### src/rtl/ip_frame_feeder_if.sv
// Stream bus of the FFT front end: raw samples in, converted frame samples out.
// The slave modport is the feeder's view; the master modport is the producer/consumer side.
interface ip_frame_feeder_if #(
   parameter int IN_W  = 32,
   parameter int OUT_W = 32
);
   logic             in_valid;
   logic             in_ready;
   logic [IN_W-1:0]  in_data;
   logic             out_valid;
   logic             out_ready;
   logic [OUT_W-1:0] out_data;
   logic             out_sof;
   logic             out_eof;
   logic             ovf;

   modport slave (
      input  in_valid, in_data, out_ready,
      output in_ready, out_valid, out_data, out_sof, out_eof, ovf
   );

   modport master (
      output in_valid, in_data, out_ready,
      input  in_ready, out_valid, out_data, out_sof, out_eof, ovf
   );
endinterface

### src/rtl/ip_frame_feeder.sv
// ip_frame_feeder: raw integer -> Q16.16 converter with a ping-pong frame buffer feeding the SDF FFT.
// Define SAT_EN to saturate out-of-range samples instead of wrapping them.
module ip_frame_feeder #(
   parameter int LENGTH = 8,
   parameter int IN_W   = 32,
   parameter int OUT_W  = 32,
   parameter int FRAC   = 16
)(
   input  logic             clk,
   input  logic             rst_n,
   ip_frame_feeder_if.slave bus
);
   localparam int IDX_W = $clog2(LENGTH);
   localparam int INT_W = OUT_W - FRAC;
   localparam logic [IDX_W-1:0] LAST_IDX = IDX_W'(LENGTH - 1);
   localparam logic signed [IN_W-1:0] RAW_MAX = IN_W'((2 ** (INT_W - 1)) - 1);
   localparam logic signed [IN_W-1:0] RAW_MIN = IN_W'(-(2 ** (INT_W - 1)));

   logic [OUT_W-1:0] r_mem [2][LENGTH];
   logic [1:0]       r_full;
   logic             r_wrBank;
   logic             r_rdBank;
   logic [IDX_W-1:0] r_wrIdx;
   logic [IDX_W-1:0] r_rdIdx;
   logic             r_ovf;

   logic             w_accept;
   logic             w_transfer;
   logic             w_tooBig;
   logic             w_tooSmall;
   logic [OUT_W-1:0] w_conv;

   assign bus.in_ready  = !r_full[r_wrBank];
   assign bus.out_valid = r_full[r_rdBank];
   assign bus.out_data  = r_mem[r_rdBank][r_rdIdx];
   assign bus.out_sof   = r_full[r_rdBank] && (r_rdIdx == '0);
   assign bus.out_eof   = r_full[r_rdBank] && (r_rdIdx == LAST_IDX);
   assign bus.ovf       = r_ovf;

   assign w_accept   = bus.in_valid && !r_full[r_wrBank];
   assign w_transfer = r_full[r_rdBank] && bus.out_ready;
   assign w_tooBig   = $signed(bus.in_data) > RAW_MAX;
   assign w_tooSmall = $signed(bus.in_data) < RAW_MIN;

   always_comb begin
      w_conv = {bus.in_data[INT_W-1:0], {FRAC{1'b0}}};
`ifdef SAT_EN
      if (w_tooBig)
         w_conv = {1'b0, {(INT_W-1){1'b1}}, {FRAC{1'b0}}};
      else if (w_tooSmall)
         w_conv = {1'b1, {(OUT_W-1){1'b0}}};
`endif
   end

   // Sample storage carries no reset: the full flags alone decide what is visible.
   always_ff @(posedge clk) begin
      if (w_accept)
         r_mem[r_wrBank][r_wrIdx] <= w_conv;
   end

   always_ff @(posedge clk or negedge rst_n) begin
      if (!rst_n) begin
         r_full   <= '0;
         r_wrBank <= 1'b0;
         r_rdBank <= 1'b0;
         r_wrIdx  <= '0;
         r_rdIdx  <= '0;
         r_ovf    <= 1'b0;
      end else begin
         if (w_accept) begin
            r_wrIdx <= r_wrIdx + 1'b1;
            if (w_tooBig || w_tooSmall)
               r_ovf <= 1'b1;
            if (r_wrIdx == LAST_IDX) begin
               r_full[r_wrBank] <= 1'b1;
               r_wrBank         <= ~r_wrBank;
               r_wrIdx          <= '0;
            end
         end
         // The write side only ever fills the bank the read side is not draining.
         if (w_transfer) begin
            r_rdIdx <= r_rdIdx + 1'b1;
            if (r_rdIdx == LAST_IDX) begin
               r_full[r_rdBank] <= 1'b0;
               r_rdBank         <= ~r_rdBank;
               r_rdIdx          <= '0;
            end
         end
      end
   end
endmodule

### src/flat_wrapper.sv
// flat-port wrapper written by rule: the top's interface ports become plain ports
module ip_frame_feeder_flat 
#(
   parameter int LENGTH = 8,
   parameter int IN_W   = 32,
   parameter int OUT_W  = 32,
   parameter int FRAC   = 16
)
  (clk, rst_n, bus_in_valid, bus_in_data, bus_out_ready, bus_in_ready, bus_out_valid, bus_out_data, bus_out_sof, bus_out_eof, bus_ovf);
  ip_frame_feeder_if #(.IN_W(IN_W), .OUT_W(OUT_W)) bus_i ();
  input  logic clk;
  input  logic rst_n;
  input wire logic [$bits(bus_i.in_valid)-1:0] bus_in_valid;
  input wire logic [$bits(bus_i.in_data)-1:0] bus_in_data;
  input wire logic [$bits(bus_i.out_ready)-1:0] bus_out_ready;
  output wire logic [$bits(bus_i.in_ready)-1:0] bus_in_ready;
  output wire logic [$bits(bus_i.out_valid)-1:0] bus_out_valid;
  output wire logic [$bits(bus_i.out_data)-1:0] bus_out_data;
  output wire logic [$bits(bus_i.out_sof)-1:0] bus_out_sof;
  output wire logic [$bits(bus_i.out_eof)-1:0] bus_out_eof;
  output wire logic [$bits(bus_i.ovf)-1:0] bus_ovf;
  assign bus_i.in_valid = bus_in_valid;
  assign bus_i.in_data = bus_in_data;
  assign bus_i.out_ready = bus_out_ready;
  assign bus_in_ready = bus_i.in_ready;
  assign bus_out_valid = bus_i.out_valid;
  assign bus_out_data = bus_i.out_data;
  assign bus_out_sof = bus_i.out_sof;
  assign bus_out_eof = bus_i.out_eof;
  assign bus_ovf = bus_i.ovf;
  ip_frame_feeder #(.LENGTH(LENGTH), .IN_W(IN_W), .OUT_W(OUT_W), .FRAC(FRAC)) u_core (.clk(clk), .rst_n(rst_n), .bus(bus_i));
endmodule
### config.mk
export PLATFORM = sky130hd
export DESIGN_NAME = ip_frame_feeder_flat
export DESIGN_NICKNAME = d
export VERILOG_FILES = /design/src/rtl/ip_frame_feeder_if.sv /design/src/rtl/ip_frame_feeder.sv /design/src/flat_wrapper.sv
export SDC_FILE = /design/constraint.sdc
export NUM_CORES = 1
export LEC_CHECK = 0
export ABC_AREA = 0
export CAP_MARGIN = 25
export CORE_MARGIN = 2
export CORE_UTILIZATION = 40
export CTS_CLUSTER_DIAMETER = 120
export DETAILED_ROUTE_END_ITERATION = 12
export MAX_ROUTING_LAYER = met4
export PLACE_DENSITY_LB_ADDON = 0.25
export SETUP_SLACK_MARGIN = 0.15
export SYNTH_ARGS = -nofsm -noshare
export SYNTH_HDL_FRONTEND = slang
export SYNTH_SLANG_ARGS = --single-unit
### constraint.sdc
create_clock -name clk -period 2.9 [get_ports clk]
set_clock_uncertainty 0.15 [all_clocks]
set_input_delay 0.435 -clock clk [delete_from_list [all_inputs] [get_ports clk]]
set_output_delay 0.435 -clock clk [all_outputs]
set_load 0.05 [all_outputs]
# Word level (Yosys, flattened, before mapping)
# Memories as Yosys holds them, arrays and structs flattened.
# Cells that the tools add are included.
# word_totals
register_bits,11
ramBits,256
input_bits,36
output_inout_bits,37
n_memories,1
# mem_list
name,depth,word_bits,read_ports,rd_clocked_by_memory_dff,write_ports,line,source
u_core.r_mem,2,128,1,0,1,ip_frame_feeder.sv:19,logic [OUT_W-1:0] r_mem [2][LENGTH];
# classes
n_addsub,2
magnitude_cmp,9
n_eq_ne,2
n_mux,21
bitwise,7
reduce_logical,13
# op_table
operator,n
$mux 256,1
$bmux 32 s3,1
$demux 32 s3,1
$mux 32,3
$gt 32x16->1 const B,1
$lt 32x16->1 const B,1
$ge 4x4->1 const B,2
$mux 2,4
$not 3->4,2
$logic_and 1x1->1,7
$mux 1,7
$add 3x1->3 const B,2
$eq 3x3->1 const B,2
$mux 3,2
$reduce_and 2->1,3
$lt 1x2->1 const B,2
$lt 4x1->1 const B,1
$logic_not 3->1,1
$and 2x2->2,1
$demux 1 s1,2
$ge 1x1->1 const B,2
$not 1->1,2
$not 2->2,1
$or 2x2->2,1
other kinds (2),2

# Logic depth before layout (Yosys ltp)
# Gate-level depths: netlist (run 1).
# depth
depth_word,10
ltp_mapped,6
mapped_depth_nobuf,5

# Least setup slack after synthesis (run 1)
# No wires, ideal clock.
# synth_timing
path_type,register to register
startpoint,register u_core.r_full[1]
endpoint,"memory u_core.r_mem[0][112] (netlist name), enable pin"
setup_time_ns,0.436
arrival_time_ns,3.439
required_time_ns,2.314
setup_slack_ns,-1.125
stages_incl_launch_ff,4
period_less_slack_ns,4.025
cell_sequence,dfrtp_1 > mux2i_1 > nand2_1 > nor4b_1
# synth_between
elab_chain_cells,6
# synth_lines
item,line,source
"start, declared",ip_frame_feeder.sv:20,logic [1:0] r_full;
"start signal, assigned",ip_frame_feeder.sv:63,r_full <= '0;
"start signal, assigned by index",ip_frame_feeder.sv:75,r_full[r_wrBank] <= 1'b1;
"start signal, assigned by index",ip_frame_feeder.sv:84,r_full[r_rdBank] <= 1'b0;
$mux 1 (2 in series),--,
$logic_not 1->1,--,
net bus_in_ready,flat_wrapper.sv:16,output wire logic [$bits(bus_i.in_ready)-1:0] bus_in_ready;
$logic_and 1x1->1,ip_frame_feeder.sv:40,assign w_accept = bus.in_valid && !r_full[r_wrBank];
$mux 1,ip_frame_feeder.sv:57,if (w_accept)
$mux 256 (implied by the code),ip_frame_feeder.sv:58,r_mem[r_wrBank][r_wrIdx] <= w_conv;
"end, declared",ip_frame_feeder.sv:19,
# The timed path passes the listed nets, and every way through them passes these cells. The select of a mux whose other input is x is not followed.

# Final worst setup path (run 1)
# layout_timing
startpoint,register u_core.r_rdBank
endpoint,output bus_out_data[31]
# layout_between
elab_chain_cells,4
# layout_lines
item,line,source
"start, declared",ip_frame_feeder.sv:22,logic r_rdBank;
"start signal, assigned",ip_frame_feeder.sv:85,r_rdBank <= ~r_rdBank;
$mem_v2 2x128,--,
$bmux 32 s3,ip_frame_feeder.sv:35,assign bus.out_data = r_mem[r_rdBank][r_rdIdx];
$mux 32 (implied by the code) (2 in series),ip_frame_feeder.sv:35,
"end, declared",flat_wrapper.sv:18,output wire logic [$bits(bus_i.out_data)-1:0] bus_out_data;
# No other way between the ends. The select of a mux whose other input is x is not followed.

==> impl_metrics.yaml, run 1 <==
cells_and_area:
  area_growth_pct: 25.7
  drive_above_1_share_pct: 36.8
  final_util_pct: 50.7
  fin_nets: 642
  n_antenna_cell: 0
timing:
  worst_pin_slew_ns: 0.674
  slew-limit-headroom_pct: 55.0
  finalCritPeriodShare_pct: 102
  setup_viol: 10
  hold_violations: 0
  holdWs_ns: 0.0960
  setup_ws_ns: -0.0645
  rsz0062_at_grt: "true"
  period_minus_slack_ns: 2.96
  slew_viol_final: 0
  fmax_ghz: 0.337
  fin_tns_setup_ns: -0.195
worst_setup_path:
  start_kind: "register"
  cp.arrival_ns: 2.38
  crit_buf_inv: 4
  crit_path_cell_trace: "buf_12, buf_12, buf_6, mux4_2, a22oi_2, nand2_2, buf_12"
  critPathKind: "register to output pin"
  crit_fanout: 4
  cp-end-kind: "output pin"
  cp_data_required_time_ns: 2.32
  cp_slowest_stage_delay_ns: 0.49
  cp_common_cell: "buf_12"
  crit_slowest_cell: "dfrtp_4"
  critPathTopFamily: "buffers and inverters"
logic_synthesis:
  synth_area_per_cell_um2: 20.9
  synth_area_um2: 10400
  async_flop_share_pct: 4.12
  synth-seq-area-share_pct: 76.4
  ys_ff_latch: 267
  netlist_instances: 498
  synth_top_cell_area_share_pct: 73.7
  synthFlopType: "edfxtp_1"
  synth_top_cell_by_area: "edfxtp_1"
  synth_area_leaders: "edfxtp_1 (74%), mux4_2 (14%), dfrtp_1 (2.6%)"
  synth_edf_count: 256
  synth_cell_type_count: 35
  yosys_warnings: 0
floorplanning:
  initial_core_util_pct: 40.3
  die_h_um: 165
  io_pins: 73
  core_area_um2: 25800
  num_rows: 59
  dieWidth_um: 165
  die_area_um2: 27400
drt:
  finalWirelength_um: 22800
  vias: 5206
  ant_nets: 0
  drt-vias-per-instance: 5.46
  drt_iter0_drc: 491
  dr.pass1.iters: 4
  routedWlPerCell_um: 23.9
  drc: 0
pwr:
  vdd_drop_max_v: 0.000884
  power.leakage_uw: 0.00420
  p_total_uw: 13700
  p_per_area_nw_per_um2: 1040
placed_design:
  io_buffers: 56
  place_congestion: 0.730
  hpwl_um: 12600
  place_ws_ns: 0.159
clock_network:
  clockRootBuffer: "clkbuf_16"
  cts_sinks: 267
  clock_latency_ns: 0.53
  tritoncts: "yes"
  cts-buffers-inserted: 27
  cts_hold_buf: 0
  clk_pin_slew_worst_paths_ns: 0.06
  clk_path_buf_depth: 3
  cts_max_level: 1
run:
  maxCapViolCount: 0
status:
  status: "complete, but fails checks"
  violations: "setup timing"
global_routing:
  grt_start_max_net_pins: 51
  grt_pass1_vias: 5553
  grt_overflow: 0
  grt_usage_pct: 17.9
  grt_antenna_before_repair: 0
  grt_first_pass_wirelength_um: 34300
min_path:
  hold_path.class: "input pin to async pin"
-- logic make-up (layout without fill, tap and decap cells) --
family	Yosys count	count (layout)	synth area share, %
adders and majority gates	5	5	0.600
and+or+nand+nor	73	73	3.48
buffers and inverters	43	149	2.41
muxes	68	68	14.2
DFF	267	267	76.4
xor gates and xnor gates	1	1	0.0840
other	1	16	0.0360
AOI/OAI and AO/OA	40	40	2.76
-- through the flow --
stage          cell area, um2  cells
2_1_floorplan           10600    513
3_3_place_gp            11900    893
3_5_place_dp            11900    893
4_1_cts                 13000    953
5_1_grt                 13100    954
6_report                13100    954
-- report_power, final --
part	switching (uW)	internal (uW)	leakage, uW
clock	1370	1800	0.000394
combinational	3040	2640	0.00137
sequential	213	4590	0.00244
total	4620	9040	0.00420
-- flip-flops by register name, indices dropped and copies added (netlist names) --
signal           flops
u_core.r_wrIdx       3
u_core.r_full        2
u_core.r_mem       256
u_core.r_rdIdx       3
u_core.bus.ovf       1
u_core.r_rdBank      1
u_core.r_wrBank      1
-- area by class of cell --
type | count | area [um2]
Clock buffer | 35 | 706
Clock inverter | 12 | 98.8
Fill cell | 2061 | 12700
Inverter | 2 | 7.51
Multi-Input combinational cell | 203 | 2570
Sequential cell | 267 | 7970
Tap cell | 335 | 419
Timing Repair Buffer | 100 | 1340
-- per-layer routing --
layer  wire (um)  track usage (%)  vias to the layer above
met2       11300             29.2                      173
met5           0                -                        -
li1            -                -                     2249
met4         433             4.19                        0
met3        1050             2.42                       37
met1       10000             24.2                     2747
-- Yosys cell counts (2+ instances only) --
cell / n
ha_1: 5
a21o_1: 2
a22oi_1: 32
nand2_1: 26
buf_4: 16
nand3_1: 3
nand4_1: 2
nand3b_1: 3
and2_1: 3
mux4_2: 64
a21oi_1: 2
clkbuf_1: 15
dfrtp_1: 11
buf_2: 6
nand2b_1: 2
nor3_1: 6
a31oi_1: 2
inv_1: 2
nor2_1: 13
o21ai_0: 2
nor4_1: 8
buf_6: 3
mux2_2: 3
edfxtp_1: 256
-- cells in the final DEF (no fill, tap or decap), types with 2 or more instances in the layout --
master / count
nor2_1: 4
nor4_1: 5
nand2_1: 13
conb_1: 16
and2_1: 2
a21oi_1: 2
buf_4: 22
mux2_2: 3
nand2b_1: 2
nand3b_1: 3
clkinv_2: 6
a31oi_1: 2
clkbuf_1: 8
mux4_2: 64
inv_1: 2
nor2_2: 9
nor3_4: 3
buf_6: 3
buf_16: 3
o21ai_0: 2
edfxtp_1: 256
nand3_1: 3
clkdlybuf4s50_1: 37
ha_1: 5
nand4_1: 2
nand2_2: 13
buf_12: 32
a22oi_2: 29
a21o_1: 2
clkinv_1: 3
a22oi_1: 3
nor3_1: 3
dfrtp_1: 9
nor4_4: 3
clkbuf_16: 28
-- worst paths after layout --
check / from / endpoint / slack, ns / cells past startpoint
max: u_core.r_rdBank / bus_out_data[31] / -0.06 / 7
min: rst_n / u_core.r_rdIdx[1] / 0.1 / 1
max reg2reg: u_core.r_wrBank / u_core.r_mem[1][77] / 0.65 / 5
min reg2reg: u_core.r_full[1] / u_core.r_full[1] / 0.39 / 1
max in group asynchronous: rst_n / u_core.r_rdBank / 2.11 / 1
min in group clk: u_core.r_full[1] / u_core.r_full[1] / 0.39 / 1
-- what timing repair did --
action | 4_1_cts | 5_1_grt
buffers inserted | 11 | 0
gates resized for setup | 35 | 23
gates cloned | 2 | 1
setup endpoints to repair | 17 | 18
pin swaps | 30 | 12
No activity file was read; power rests on OpenSTA's default activity.
==> run 2: changes to the inputs <==
--- a/config.mk
+++ b/config.mk
@@ -14,6 +14,7 @@
 export MAX_ROUTING_LAYER = met4
 export PLACE_DENSITY_LB_ADDON = 0.25
 export SETUP_SLACK_MARGIN = 0.15
+export SLEW_MARGIN = 5
 export SYNTH_ARGS = -nofsm -noshare
 export SYNTH_HDL_FRONTEND = slang
 export SYNTH_SLANG_ARGS = --single-unit
==> results of run 2 <==
Same layout as run 1: the final DEF is identical, and so are final timing and power.
==> run 3: changes to the inputs <==
--- a/config.mk
+++ b/config.mk
@@ -8,8 +8,9 @@
 export ABC_AREA = 0
 export CAP_MARGIN = 25
 export CORE_MARGIN = 2
-export CORE_UTILIZATION = 40
+export CORE_UTILIZATION = 35
 export CTS_CLUSTER_DIAMETER = 120
+export CTS_CLUSTER_SIZE = 14
 export DETAILED_ROUTE_END_ITERATION = 12
 export MAX_ROUTING_LAYER = met4
 export PLACE_DENSITY_LB_ADDON = 0.25
==> run 3 against run 2 <==
  * The flow still finishes with violations (setup timing)
  * Critical path depth decreased by 1
  * Non-clock buffer count increased by 9
  * Via count grew 1.3%
  * Die area up 14%
  * Largest power group unchanged
  * Power decreased by 2.8%
  * Design area down 0.72%
  * Sequential power is essentially flat
  * Clock-buffer cell count decreased by 2
  * Setup slack improved by 0.058 ns
  * Final cell count grew 5.3%
  * Utilization decreased by 6.6 points
  * Routed wire length up 5.2%
==> impl_metrics.yaml, run 3 (same netlist as run 1, synthesis figures left out) <==
worst_setup_path:
  reg2reg_depth: 5
  cp.arrival_ns: 2.32
  start_kind: "register"
  crit_fanout: 7
  cp-end-kind: "output pin"
  cp_data_required_time_ns: 2.32
  critPathKind: "register to output pin"
global_routing:
  grt_overflow: 0
  grt_first_pass_wirelength_um: 35100
  grt_pass1_vias: 5532
  grt_start_max_net_pins: 35
  grt_usage_pct: 15.8
  grt_antenna_before_repair: 0
placed_design:
  place_congestion: 0.748
  io_buffers: 56
  hpwl_um: 14200
  placed_cells: 960
timing:
  slew-limit-headroom_pct: 54.0
  fmax_ghz: 0.344
  period_minus_slack_ns: 2.91
  finalCritPeriodShare_pct: 100
  fin_tns_setup_ns: -0.0115
  holdWs_ns: 0.128
  setup_ws_ns: -0.00619
  hold_violations: 0
  rsz0062_at_grt: "true"
  worst_pin_slew_ns: 0.687
  setup_viol: 2
  slew_viol_final: 0
drt:
  wl_met1_um: 10100
  dr_wl_met2_um: 12000
  finalWirelength_um: 24000
  dr.pass1.iters: 5
  drc: 0
  drt_iter0_drc: 447
  ant_nets: 0
  wl_met3_um: 1570
  vias: 5274
  drt-vias-per-instance: 5.25
  dr.max_layer_used: "met4"
  routedWlPerCell_um: 23.9
floorplanning:
  io_pins: 73
  dieWidth_um: 177
  initial_core_util_pct: 35.4
  core_area_um2: 29500
  die_h_um: 177
  num_rows: 63
  die_area_um2: 31200
status:
  violations: "setup timing"
  status: "complete, but fails checks"
cells_and_area:
  final_common_cell: "edfxtp_1"
  area_growth_pct: 24.8
  multi_input_area_um2: 2540
  mostFrequentLayoutCells: "edfxtp_1 (256), mux4_2 (64), clkdlybuf4s50_1 (37)"
  n_antenna_cell: 0
  fin_nets: 647
  regArea_um2: 7970
  drive_above_1_share_pct: 35.8
  nFillCells: 2517
  layout.cells.non_filler: 1005
  largest_register_ffs: 256
  largestRegisters: "u_core.r_mem x256, u_core.r_rdIdx x3, u_core.r_wrIdx x3"
  final_util_pct: 44.1
  regMostFlops: "u_core.r_mem"
clock_network:
  clk_pin_slew_worst_paths_ns: 0.06
  cts_hold_buf: 0
  cts-buffers-inserted: 23
  clk_path_buf_depth: 3
  clock_latency_ns: 0.50
  tritoncts: "yes"
  clockRootBuffer: "clkbuf_16"
  cts_sinks: 267
  cts_max_level: 1
run:
  maxCapViolCount: 0
pwr:
  power.leakage_uw: 0.00416
  vdd_drop_max_v: 0.000898
  p_total_uw: 13300
  p_per_area_nw_per_um2: 1020
min_path:
  hold_path.class: "input pin to async pin"
## run 3: what timing repair did
action                     in CTS  in global routing
resized for setup              17                 35
buffers inserted                5                  0
cloned                          1                  5
pin swaps                       7                 28
setup endpoints to repair      18                 17
## run 3: power breakdown
part	internal [uW]	switching [uW]
Combinational	2660	3080
Clock	1460	1270
Sequential	4590	209
## run 3: routing by layer
| layer | up-vias | GRT usage [%] |
|---|---|---|
| met5 | - | - |
| met4 | 0 | 3.41 |
| met3 | 28 | 2.39 |
| met2 | 210 | 25.5 |
| met1 | 2779 | 21.5 |
| li1 | 2257 | - |
## run 3: layout make-up
class	count	share of cell area, %
Inverter	2	0.0577
Clock inverter	1	0.125
Multi-Input combinational cell	203	19.6
Timing Repair Buffer	109	10.6
Clock buffer	33	4.71
Tap cell	390	3.75
Sequential cell	267	61.2
## run 3: path summary, 6_finish.rpt
| path | start | end | slack (ns) |
|---|---|---|---|
| max in group asynchronous | rst_n | u_core.r_rdIdx[0] | 2.07 |
| setup / recovery | u_core.r_rdBank | bus_out_data[17] | -0.006 |
| hold / removal | rst_n | u_core.r_wrBank | 0.13 |
| min in group clk | u_core.r_full[1] | u_core.r_rdBank | 0.39 |
| hold reg to reg | u_core.r_full[1] | u_core.r_rdBank | 0.39 |
| setup reg to reg | u_core.r_full[1] | u_core.r_mem[0][9] | 0.68 |
## run 3: worst max-delay path, stage by stage (launching register included)
cell	delay [ns]
dfrtp_4	0.48
buf_12	0.17
buf_16	0.15
mux4_2	0.52
a22oi_2	0.21
nand2_2	0.12
buf_12	0.16
## run 3: through the flow
stage | setup slack [ns] | area, um2
final | -0.00619 | 13000
after global routing | -0.0821 | 13000
after CTS | -0.0422 | 12700
after detailed placement | 0.297 | 12000
after global placement | 0.297 | 12000
after floorplan | -0.00815 | 10600
